[src/rtl/maple_pkg.sv]
// Shared encodings for the two-wire transmitter: one-hot states, phase counts,
// START/END line tables and the DATA-phase line encoder.
package maple_pkg;

    typedef enum logic [6:0] {
        ST_IDLE  = 7'b000_0001,
        ST_START = 7'b000_0010,
        ST_LOAD  = 7'b000_0100,
        ST_DATA  = 7'b000_1000,
        ST_CRC   = 7'b001_0000,
        ST_END   = 7'b010_0000,
        ST_DONE  = 7'b100_0000
    } tx_state_t;

    localparam int START_PHASES = 10;
    localparam int END_PHASES   = 6;
    localparam int BIT_PHASES   = 2;

    localparam logic [3:0] START_LAST = 4'(START_PHASES - 1);
    localparam logic [3:0] END_LAST   = 4'(END_PHASES - 1);
    localparam logic [3:0] DATA_LAST  = 4'(8 * BIT_PHASES - 1);

    // Entries are {A,B}; index 0 is the first phase on the wire.
    localparam logic [START_PHASES-1:0][1:0] START_PATTERN = {
        2'b11, 2'b01, 2'b00, 2'b01, 2'b00, 2'b01, 2'b00, 2'b01, 2'b00, 2'b01
    };
    localparam logic [END_PHASES-1:0][1:0] END_PATTERN = {
        2'b11, 2'b10, 2'b00, 2'b10, 2'b00, 2'b10
    };

    function automatic logic [1:0] data_lines(input logic [7:0] data,
                                              input logic [2:0] bit_num,
                                              input logic       phase);
        logic b;
        b = data[3'd7 - bit_num];
        if (!bit_num[0]) begin
            return {~phase, b};
        end
        return {b, ~phase};
    endfunction

endpackage

[src/rtl/phase_timer.sv]
// Bus phase timer: down-counter reloaded to PHASE_CLKS-1, tick on terminal count.
module phase_timer #(
    parameter int PHASE_CLKS = 25
) (
    input  logic aclk,
    input  logic aresetn,
    input  logic clear,
    input  logic enable,
    output logic tick
);

    localparam int CW = (PHASE_CLKS > 2) ? $clog2(PHASE_CLKS) : 1;

    logic [CW-1:0] count;

    assign tick = enable && !clear && (count == '0);

    always_ff @(posedge aclk) begin
        if (!aresetn) begin
            count <= '0;
        end else if (clear) begin
            count <= CW'(PHASE_CLKS - 1);
        end else if (enable) begin
            count <= tick ? CW'(PHASE_CLKS - 1) : count - CW'(1);
        end
    end

endmodule

[src/rtl/transmitter.sv]
// Two-wire frame transmitter fed by AXI-Stream bytes (MSB first).
// Build option TX_CRC_EN appends an XOR check byte between the last byte and END.
module transmitter
    import maple_pkg::*;
#(
    parameter int C_S_AXIS_TDATA_WIDTH = 8,
    parameter int PHASE_CLKS           = 25
) (
    input  logic                            S_AXIS_ACLK,
    input  logic                            S_AXIS_ARESETN,
    input  logic                            S_AXIS_TVALID,
    output logic                            S_AXIS_TREADY,
    input  logic [C_S_AXIS_TDATA_WIDTH-1:0] S_AXIS_TDATA,
    input  logic                            S_AXIS_TLAST,
    input  logic                            ENABLE,
    output logic                            SDCKA_O,
    output logic                            SDCKB_O,
    output logic                            SDCK_OE,
    output logic                            TRANSMITTING,
    output logic                            TX_UNDERRUN
);

    // state | meaning
    // IDLE  | bus released, accept first beat when ENABLE
    // START | 10-phase start pattern
    // DATA  | 8 bits, 2 phases each, clock role alternates A/B
    // LOAD  | one-cycle fetch of the next beat, lines held
    // CRC   | check byte in DATA encoding (TX_CRC_EN only)
    // END   | 6-phase end pattern
    // DONE  | one cycle with the bus released

    tx_state_t  state, state_next;
    logic [3:0] phase_cnt;
    logic [7:0] tx_byte;
    logic       tx_last;
    logic       tick;
    logic       tready;
    logic       underrun;
    logic       beat_accept;
    logic [1:0] lines;

`ifdef TX_CRC_EN
    logic [7:0] crc_acc;
`endif

    phase_timer #(
        .PHASE_CLKS(PHASE_CLKS)
    ) u_phase_timer (
        .aclk    (S_AXIS_ACLK),
        .aresetn (S_AXIS_ARESETN),
        .clear   (state == ST_IDLE),
        .enable  (state != ST_LOAD),
        .tick    (tick)
    );

    assign S_AXIS_TREADY = tready && S_AXIS_ARESETN;
    assign TX_UNDERRUN   = underrun && S_AXIS_ARESETN;
    assign beat_accept   = S_AXIS_TVALID && S_AXIS_TREADY;
    assign SDCKA_O       = lines[1];
    assign SDCKB_O       = lines[0];

    always_ff @(posedge S_AXIS_ACLK) begin
        if (!S_AXIS_ARESETN) begin
            state <= ST_IDLE;
        end else begin
            state <= state_next;
        end
    end

    always_comb begin
        state_next = state;
        case (state)
            ST_IDLE:  if (beat_accept) state_next = ST_START;
            ST_START: if (tick && phase_cnt == START_LAST) state_next = ST_DATA;
            ST_DATA: begin
                if (tick && phase_cnt == DATA_LAST) begin
                    if (!tx_last) begin
                        state_next = ST_LOAD;
                    end else begin
`ifdef TX_CRC_EN
                        state_next = ST_CRC;
`else
                        state_next = ST_END;
`endif
                    end
                end
            end
            ST_LOAD:  state_next = S_AXIS_TVALID ? ST_DATA : ST_END;
`ifdef TX_CRC_EN
            ST_CRC:   if (tick && phase_cnt == DATA_LAST) state_next = ST_END;
`endif
            ST_END:   if (tick && phase_cnt == END_LAST) state_next = ST_DONE;
            ST_DONE:  state_next = ST_IDLE;
            default:  state_next = ST_IDLE;
        endcase
    end

    always_comb begin
        lines        = 2'b11;
        SDCK_OE      = 1'b0;
        TRANSMITTING = 1'b0;
        tready       = 1'b0;
        underrun     = 1'b0;
        case (state)
            ST_IDLE: tready = ENABLE;
            ST_START: begin
                lines        = START_PATTERN[phase_cnt];
                SDCK_OE      = 1'b1;
                TRANSMITTING = 1'b1;
            end
            ST_DATA: begin
                lines        = data_lines(tx_byte, phase_cnt[3:1], phase_cnt[0]);
                SDCK_OE      = 1'b1;
                TRANSMITTING = 1'b1;
            end
            // Holding the final phase of bit 0 stretches it by this one cycle.
            ST_LOAD: begin
                lines        = data_lines(tx_byte, 3'd7, 1'b1);
                SDCK_OE      = 1'b1;
                TRANSMITTING = 1'b1;
                tready       = 1'b1;
                underrun     = !S_AXIS_TVALID;
            end
`ifdef TX_CRC_EN
            ST_CRC: begin
                lines        = data_lines(crc_acc, phase_cnt[3:1], phase_cnt[0]);
                SDCK_OE      = 1'b1;
                TRANSMITTING = 1'b1;
            end
`endif
            ST_END: begin
                lines        = END_PATTERN[phase_cnt[2:0]];
                SDCK_OE      = 1'b1;
                TRANSMITTING = 1'b1;
            end
            ST_DONE: TRANSMITTING = 1'b1;
            default: lines = 2'b11;
        endcase
    end

    always_ff @(posedge S_AXIS_ACLK) begin
        if (!S_AXIS_ARESETN) begin
            phase_cnt <= '0;
            tx_byte   <= '0;
            tx_last   <= 1'b0;
        end else begin
            if (beat_accept) begin
                tx_byte <= S_AXIS_TDATA;
                tx_last <= S_AXIS_TLAST;
            end
            if (state == ST_IDLE || state == ST_LOAD) begin
                phase_cnt <= '0;
            end else if (tick) begin
                phase_cnt <= (state_next != state) ? 4'd0 : phase_cnt + 4'd1;
            end
        end
    end

`ifdef TX_CRC_EN
    always_ff @(posedge S_AXIS_ACLK) begin
        if (!S_AXIS_ARESETN) begin
            crc_acc <= '0;
        end else if (beat_accept) begin
            crc_acc <= (state == ST_IDLE) ? S_AXIS_TDATA : (crc_acc ^ S_AXIS_TDATA);
        end
    end
`endif

endmodule
[config.mk]
export PLATFORM = sky130hd
export DESIGN_NAME = transmitter
export DESIGN_NICKNAME = d
export VERILOG_FILES = /design/src/rtl/maple_pkg.sv /design/src/rtl/phase_timer.sv /design/src/rtl/transmitter.sv
export SDC_FILE = /design/constraint.sdc
export NUM_CORES = 1
export LEC_CHECK = 0
export ABC_AREA = 1
export BUFFER_PORTS_ARGS = -buffer_cell sky130_fd_sc_hd__buf_4
export CAP_MARGIN = 20
export CORE_MARGIN = 2
export CORE_UTILIZATION = 53
export DETAILED_ROUTE_END_ITERATION = 10
export GPL_ROUTABILITY_DRIVEN = 0
export PLACE_DENSITY = 0.76
export SLEW_MARGIN = 10
export SYNTH_ARGS = -nofsm -noshare
export SYNTH_HDL_FRONTEND = slang
export SYNTH_SLANG_ARGS = --single-unit
[constraint.sdc]
create_clock -name S_AXIS_ACLK -period 2.15 [get_ports S_AXIS_ACLK]
set_clock_uncertainty 0.1 [all_clocks]
set_input_delay 0.43 -clock S_AXIS_ACLK [delete_from_list [all_inputs] [get_ports S_AXIS_ACLK]]
set_output_delay 0.43 -clock S_AXIS_ACLK [all_outputs]
set_load 0.01 [all_outputs]
After elaboration in Yosys (flattened, before gate mapping)
Memory sizes are Yosys's and may differ from the RTL's. A register that Yosys moved wholly into a read port is not among the register bits.
Index checks and enable logic that the tools add are counted.
W data, S select, Z words.

storage, ports and cells
  word-level logic and storage cells = 72
  bits in read-only memories = 48
  input bits = 13
  memories kept = 2
  register bits = 25
  output and inout bits = 6

memory list
  name              words  width  read ports  clocked after Yosys merged registers in  write ports  line                text
  (name not given)  16     2      1           1                                        0            transmitter.sv:107  lines = START_PATTERN[phase_cnt];
  (name not given)  8      2      1           1                                        0            transmitter.sv:132  lines = END_PATTERN[phase_cnt[2:0]];

cells by class
  order comparisons = 3
  reduce and logical (&&, ||, !) cells = 17
  add/subtract/negate cells = 3
  mux-type cells = 28
  equality and inequality tests = 11
  bitwise gates (word level) = 2

operators with widths
  operator               number
  $pmux W7 S5            1
  $mux W7                4
  $mux W5                3
  $mux W4                3
  $mux W6                2
  $eq A4 B4 Y1 const B   2
  $logic_and A1 B1 Y1    8
  $lt A3 B4 Y1 const B   2
  $mux W2                4
  $pmux W2 S4            1
  $eq A7 B1 Y1 const B   1
  $eq A7 B2 Y1 const B   1
  $eq A7 B3 Y1 const B   1
  $eq A7 B4 Y1 const B   1
  $eq A7 B6 Y1 const B   1
  $eq A7 B7 Y1 const B   1
  $ne A7 B3 Y1 const B   1
  $ne A7 B7 Y1           1
  $mux W1                6
  $mux W3                2
  $logic_not A5 Y1       1
  $lt A4 B5 Y1 const B   1
  $reduce_or A5 Y1       1
  $sub A5 B1 Y5 const B  1
  other kinds (11)       14

Longest topological paths before layout
Gate-level depths: netlist of run 1.

  word-level depth = 11
  mapped depth = 12
  gate-level depth less buffers = 11

Hierarchy
Synthesis of run 1 repeated with hierarchy kept, for this count alone.

second synthesis, totals
  cell total of the unflattened synthesis = 222
  area total of the unflattened synthesis = 1597.8 µm²

modules (own cells, without submodules)
  module       cells each  times used  sequential area each (µm²)  area an instance (µm²)
  transmitter  183         1           480.5                       1327.5
  phase_timer  39          1           100.1                       270.3

Least setup slack after synthesis of run 1
Ideal clock, no wire load.

  path kind = register -> output
  start = reg phase_cnt[1]
  end = out SDCKB_O
  path buffers = 0
  required time = 1620 ps
  data arrival time = 1237 ps
  slack = 383 ps
  stages on the path, launching flop included = 7
  path through = dfxtp_1 -> clkinv_1 -> o21ai_0 -> a21o_1 -> nand3_1 -> o21ai_0 -> nand3_1

on the way
  cells in the longest elaborated chain, start to end = 6
  elaborated cells between the ends (all ways) = 8
  classes of those cells = add/sub: 1; mux: 7

RTL lines
  item                           line                text
  start, declared                transmitter.sv:33   logic [3:0] phase_cnt;
  start signal, assigned         transmitter.sv:154  phase_cnt <= (state_next != state) ? 4'd0 : phase_cnt + 4'd1;
  $sub A3 B3 Y3                  maple_pkg.sv:35     b = data[3'd7 - bit_num];
  $bmux W1 S3                    maple_pkg.sv:35
  $mux W1 (not written as such)  maple_pkg.sv:35
  $mux W2                        maple_pkg.sv:36     if (!bit_num[0]) begin
  $mux W2 *                      maple_pkg.sv:39     return {b, ~phase};
  $pmux W2 S4 *                  transmitter.sv:104  case (state)
  end, declared                  transmitter.sv:17   output logic SDCKB_O,

Mark *: on every way between the ends. The rest lies on a longest branch, timed or not. The select of a mux whose other input is x is not followed.

Worst setup path in the final report of run 1
  start = reg state[6]
  end = out SDCKB_O

on the way
  cells in the longest elaborated chain, start to end = 2
  elaborated cells between the ends (all ways) = 5
  classes of those cells = eq/ne: 4; mux: 1

RTL lines
  item                                        line                text
  start, declared                             transmitter.sv:32   tx_state_t state, state_next;
  start signal, assigned                      transmitter.sv:66   state <= state_next;
  $eq A7 B6 Y1, or another cell as far along  transmitter.sv:104
  $pmux W2 S4 *                               transmitter.sv:104

Mark *: on every way between the ends. The rest lies on a longest branch, timed or not.

==> results of run 1 <==
[layout by cell type (no fill, tap or decap), types with 2 or more instances in the layout]
master / Yosys / final
nand3_2: 3 / 5
xor2_1: 5 / 5
nor3_1: 3 / 2
nand3_1: 9 / 7
nand2_4: 4 / 4
o211ai_1: 2 / 2
nor2_2: 3 / 5
clkinv_2: 0 / 3
dfxtp_2: 0 / 7
buf_6: 1 / 2
inv_1: 24 / 23
nand4_1: 5 / 5
o21ai_2: 0 / 2
nor2_4: 1 / 2
clkbuf_4: 0 / 5
buf_4: 0 / 29
a21oi_1: 23 / 23
o21ai_1: 1 / 3
dfxtp_1: 29 / 22
inv_2: 10 / 11
nand2_2: 5 / 7
ha_1: 4 / 4
nor2_1: 15 / 12
o21ai_0: 11 / 7
nand2_1: 36 / 34
[synthesized netlist by cell type]
cell	count
a211oi_1	1
a21boi_1	1
a21o_1	1
a21oi_1	23
a221oi_1	1
and2_1	1
buf_2	2
buf_6	1
clkbuf_1	1
clkinv_1	1
conb_1	1
dfxtp_1	29
ha_1	4
inv_1	24
inv_2	10
nand2_1	36
nand2_2	5
nand2_4	4
nand3_1	9
nand3_2	3
nand3_4	1
nand4_1	5
nand4_4	1
nor2_1	15
nor2_2	3
nor2_4	1
nor2_8	1
nor3_1	3
nor3_2	1
nor4_1	1
o211ai_1	2
o21ai_0	11
o21ai_1	1
o2bb2ai_1	1
o31ai_1	1
or2_0	1
or2_2	1
xor2_1	5
[metal layers]
metal  vias to the layer above  part of all wire  track usage
met5                         -                 0            0
met4                         0             0.027        0.117
met3                        12             0.065       0.0527
met2                        52              0.46        0.363
met1                       653              0.45        0.297
li1                        757                 -            -
[worst paths after layout]
kind                      from          to  slack [ns]  cells after the start
hold / removal    S_AXIS_TLAST     tx_last        0.24                      3
setup reg to reg      state[3]        flop        0.23                     11
hold reg to reg     tx_byte[1]  tx_byte[1]        0.37                      2
setup / recovery      state[6]     SDCKB_O       -0.04                     10
[cells by family after synthesis]
| logic type | count (synthesis) |
|---|---|
| compound gates | 43 |
| xor+xnor | 5 |
| fa+ha+maj | 4 |
| buf+inv | 39 |
| flops | 29 |
| other cells | 1 |
| simple gates | 92 |
[final cells by class]
type / count / area (um2) / share of cell area
timing repair buffer: 31 / 240 / 0.123
tap: 31 / 38.8 / 0.0199
sequential: 29 / 589 / 0.302
clock inverter: 2 / 10.0 / 0.00513
multi-input combinational: 145 / 897 / 0.460
inverter: 35 / 133 / 0.0680
clock buffer: 6 / 41.3 / 0.0212
[power by group through the flow]
stage / logic [mW] / registers [mW] / clock network [mW]
after floorplan: 0.137 / 0.588 / 0
after global placement: 0.179 / 0.591 / 0
after detailed placement: 0.180 / 0.592 / 0
after CTS: 0.185 / 0.579 / 0.322
after global routing: 0.213 / 0.583 / 0.344
final: 0.190 / 0.580 / 0.320
[worst reg2reg max path, cell delays in order, from the launching register on]
cell     delay (ns)
dfxtp_2        0.34
inv_2          0.08
nand2_1        0.06
nor2_2         0.14
nand2_4        0.09
buf_4          0.15
buf_4          0.14
nand2_4        0.09
nor2_8         0.05
nand4_1        0.09
xor2_1         0.30
nand4_1        0.15
[metrics by stage]
step / util / hold slack, ns / setup slack, ns / cell area, um2 / total power, mW
2_1_floorplan: - / 0.329 / 0.383 / 1590 / 0.725
3_3_place_gp: 0.624 / 0.346 / 0.232 / 1750 / 0.770
3_5_place_dp: 0.624 / 0.354 / 0.217 / 1750 / 0.772
4_1_cts: 0.678 / 0.228 / -0.0548 / 1900 / 1.09
5_1_grt: 0.695 / 0.250 / -0.115 / 1950 / 1.14
6_report: 0.695 / 0.241 / -0.0406 / 1950 / 1.09
[timing repair]
item / in CTS / in global routing
gates resized for setup: 19 / 9
endpoints found under the setup margin: 5 / 5
pin swaps: 6 / 6
buffers inserted: 7 / 4
==> flow_summary.toml, run 1 <==
[synth]
syn_area_um2 = 1590
ys_seq_elements = 29
yosysUniqueCellTypes = 38
synth-compound-area-share = 0.150
synth_top_family_by_area = "simple AND/OR/NAND/NOR gates"
yosys.area_share.xor_xnor = 0.0276
synthTopCellsByArea = "dfxtp_1, nand2_1, a21oi_1"
synth_simple_gate_area_frac = 0.324
synth.area.mux_share = 0
synth_cells = 213
netlist.area_leader.share = 0.366
synth_top_area_cell = "dfxtp_1"
syn_avg_cell_area_um2 = 7.44
seq_area_frac_synth = 0.366
synth_fp_nets = 230
synthAdderAreaFrac = 0.0316
yosysWarnings = 0

[layout]
stdcell_count = 279
fillCellCount = 239
nets = 264
syn2layout_area_growth_pct = 23.0
drive_gt1_frac = 0.359
n_antenna_cell = 0

[clocking]
htreeDepth = 2
numCtsBuffers = 5
clk_pin_slew_ns = 0.10
clock-sinks = 29
cts_max_path_buffers = 2
cts_tree = "built"
cts_root_buf = "clkbuf_4"
clk_latency_ns = 0.34
ctsHoldBuffers = 0

[timing]
min_period_over_period = 1.02
fin_ws_ns = -0.0406
hold_viol = 0
maxSlewViolCount = 0
min_period_ns = 2.19
fmax_mhz = 456
rsz0062_at_grt = "yes"
fin_setup_tns_ns = -0.0501
report.final.setup_viol = 2

[routing]
drcViolationCount = 0
wl_um = 3700
firstDrtPassIters = 4
viasPerCell = 5.28
drtIter0Drc = 75
ant_nets = 0
dr_total_vias = 1474
avgRoutedWirePerCell_um = 13.2

[die]
row_count = 19
start_util = 0.565
die_x_um = 58.7
die_area_um2 = 3440
core_um2 = 2810
io_pins = 19
die_h_um = 58.7

[placed_design]
numPortBuffers = 18
place_hpwl_um = 2550
place_inst = 260

[critical_path]
cp.arrival_ns = 1.66
cp_common_cell = "inv_2"
cp-start-kind = "flop"
path_max_fanout = 4
worstPathCellList = "inv_2, nand2_4, nor2_4, and2_4, inv_2, nand2_2, nor3_4, a21oi_1, nand3_1, buf_4"
critPathCaptureType = "output port"
crit_buf_inv = 3
crit_required_ns = 1.62
worstSetupPathType = "reg -> out"
crit_slowest_cell = "dfxtp_2"
slowest_delay_ns = 0.34
critPathTopFamily = "simple AND/OR/NAND/NOR gates"

[pwr]
p_per_area_nw_per_um2 = 559
swShare = 0.300
switching_power_mw = 0.327
ir_worst_vdd_mv = 0.389
internal-power_mw = 0.763
pwr-share-seq = 0.532
p_comb_frac = 0.174
p_clk_frac = 0.294
p_leak_nw = 0.874

[global_route]
grt_pass1_wl_um = 5910
antenna_found_initial = 0
first_global_vias = 1348
grt_start_max_net_pins = 17
grt_usage = 0.230
grt.overflow.total = 0

[hold_path]
min_path_type = "in -> reg"

[job]
cap_violations = 0

[outcome]
status = "finished with violations"
violations = "setup timing"
Note: power is estimated with default switching activity, not from simulation.
==> run 2, diff against run 1 <==
--- a/config.mk
+++ b/config.mk
@@ -5,14 +5,13 @@
 export SDC_FILE = /design/constraint.sdc
 export NUM_CORES = 1
 export LEC_CHECK = 0
-export ABC_AREA = 1
 export BUFFER_PORTS_ARGS = -buffer_cell sky130_fd_sc_hd__buf_4
 export CAP_MARGIN = 20
 export CORE_MARGIN = 2
-export CORE_UTILIZATION = 53
+export CORE_UTILIZATION = 57
 export DETAILED_ROUTE_END_ITERATION = 10
 export GPL_ROUTABILITY_DRIVEN = 0
-export PLACE_DENSITY = 0.76
+export PLACE_DENSITY = 0.8
 export SLEW_MARGIN = 10
 export SYNTH_ARGS = -nofsm -noshare
 export SYNTH_HDL_FRONTEND = slang
==> run 2 against run 1 <==
Against the previous run: clock-buffer cell count is 1 higher; synthesized cell count fell by 18%; flip-flop and latch count did not move; first-iteration DRC count increased by 2.7%; synthesized area fell by 1.3%; cell count is 11% lower; non-clock buffer count up 12; utilization rose by 13 points; the flow still finishes with violations (setup timing); critical path type unchanged; highest routed layer unchanged; wire length grew 16%; largest power group unchanged.
==> flow_summary.toml, run 2 <==
[clocking]
cts_tree = "built"
ctsHoldBuffers = 0
clk_latency_ns = 0.33
numCtsBuffers = 5
clock-sinks = 29
cts_root_buf = "clkbuf_4"
clk_pin_slew_ns = 0.10
cts_max_path_buffers = 2
htreeDepth = 2

[die]
core_um2 = 2540
die_x_um = 56.4
row_count = 18
die_area_um2 = 3180
io_pins = 19
start_util = 0.615
die_h_um = 56.4

[synth]
seq_area_frac_synth = 0.371
synth.area.mux_share = 0.0928
synth-compound-area-share = 0.143
synthTopCellsByArea = "dfxtp_1, mux2i_1, nor2_1"
synthAdderAreaFrac = 0.0320
synth_cells = 175
syn_avg_cell_area_um2 = 8.94
yosys.cell_count.top_type = "dfxtp_1"
syn_area_um2 = 1560
synth_fp_nets = 192
ys_seq_elements = 29
ys.flop_type = "dfxtp_1"
yosysUniqueCellTypes = 47
synth_top_family_by_area = "simple AND/OR/NAND/NOR gates"
synth_common_cells = "dfxtp_1, nor2_1, nand2_1"
synth_async_sr_flop_share = 0
synth_simple_gate_area_frac = 0.278
synth_top_area_cell = "dfxtp_1"
netlist.area_leader.share = 0.371
yosysWarnings = 0
synth-edff-count = 0
yosys.area_share.xor_xnor = 0.0336

[layout]
drive_gt1_frac = 0.401
nets = 233
n_antenna_cell = 0
fillCellCount = 155
syn2layout_area_growth_pct = 34.8
layout_commonest_cell = "buf_4"
final_cell_mix = "buf_4, dfxtp_1, nor2_1, nand2_1, mux2i_1"

[timing]
fin_ws_ns = -0.309
fmax_mhz = 407
slew_headroom = 0.658
hold_viol = 0
rsz0062_at_grt = "yes"
report.final.setup_viol = 27
worstMarginPinSlew_ns = 0.509
min_period_ns = 2.46
min_period_over_period = 1.14
whs_ns = 0.240
maxSlewViolCount = 0

[global_route]
grt_pass1_wl_um = 6910
grt_start_max_net_pins = 12
grt.overflow.total = 0
first_global_vias = 1557
antenna_found_initial = 0
grt_usage = 0.277

[placed_design]
dp_slack_ns = 0.00319
numPortBuffers = 18
place_hpwl_um = 2890

[hold_path]
min_path_type = "in -> reg"

[job]
cap_violations = 0

[routing]
dr_total_vias = 1532
ant_nets = 0
firstDrtPassIters = 5
wl_um = 4300
drtIter0Drc = 77
drcViolationCount = 0
avgRoutedWirePerCell_um = 17.4
viasPerCell = 6.20

[critical_path]
critPathTopFamily = "simple AND/OR/NAND/NOR gates"
crit_slowest_cell = "or4_4"
cp.arrival_ns = 1.93
worstPathCellList = "or4_4, or3b_4, nor3_4, buf_6"
slowest_delay_ns = 0.57
critPathCaptureType = "output port"
r2r_slack_ns = -0.26
path_max_fanout = 3
worstSetupPathType = "reg -> out"
crit_buf_inv = 1
crit_required_ns = 1.62
cp-start-kind = "flop"

[pwr]
p_per_area_nw_per_um2 = 544
p_leak_nw = 0.846
ir_worst_vdd_mv = 0.585

[outcome]
violations = "setup timing"
status = "finished with violations"
run 2: worst reg2reg max path: cells and delay by family, from the launching register on:
| family | cells | cell delay (ns) |
|---|---|---|
| compound gates | 2 | 0.45 |
| simple gates | 3 | 1.13 |
| flops | 1 | 0.33 |
| buf+inv | 2 | 0.28 |
run 2: area by class of cell:
| cell class | instances | area, um2 | area share |
|---|---|---|---|
| clock inverters | 1 | 5.00 | 0.00237 |
| clock buffers | 7 | 65.1 | 0.0309 |
| flip-flops and latches | 29 | 587 | 0.278 |
| well taps | 30 | 37.5 | 0.0178 |
| repair buffers | 43 | 362 | 0.172 |
| inverters | 4 | 15.0 | 0.00712 |
| multi-input cells | 133 | 1040 | 0.492 |
run 2: stage by stage:
step,area [um2],std cells,utilization,TNS (ns),total power [mW]
6_report,2110,247,0.828,-2.72,1.15
5_1_grt,2110,247,0.828,-4.84,1.19
4_1_cts,1990,244,0.781,-0.991,1.12
3_5_place_dp,1850,231,0.725,0,0.739
3_3_place_gp,1850,231,0.725,0,0.731
2_1_floorplan,1590,175,-,-0.0259,0.680
run 2: cell families (layout without fill, tap and decap cells):
kind of cell	after synthesis	after routing
other	1	1
DFF	29	29
xor gates and xnor gates	6	6
and+or+nand+nor	79	79
buffers and inverters	13	55
AOI/OAI and AO/OA	31	31
adders and majority gates	4	4
muxes	12	12
run 2: repair_timing:
action                                  CTS  global route
pin swaps                                 7            19
endpoints found under the setup margin    7            30
setup buffers                             5             3
resized for setup                         9            30
run 2: worst paths after layout:
path                         from           to  depth (start not counted)
setup / recovery         state[1]  TX_UNDERRUN                          4
hold / removal    S_AXIS_TDATA[3]   tx_byte[3]                          3
setup reg to reg         state[1]         flop                          7
hold reg to reg           tx_last     state[5]                          2
run 2: power breakdown:
part	internal, mW	total, mW	leakage [nW]	switching [mW]
sequential	0.555	0.574	0.238	0.0193
combinational	0.0943	0.191	0.566	0.0967
clock	0.189	0.381	0.0413	0.192
run 2: routing by layer:
metal | track usage | up-vias | routed length [um]
li1 | - | 722 | -
met1 | 0.321 | 729 | 1710
met2 | 0.471 | 70 | 2220
met3 | 0.0829 | 11 | 288
met4 | 0.119 | 0 | 84
met5 | 0 | - | 0
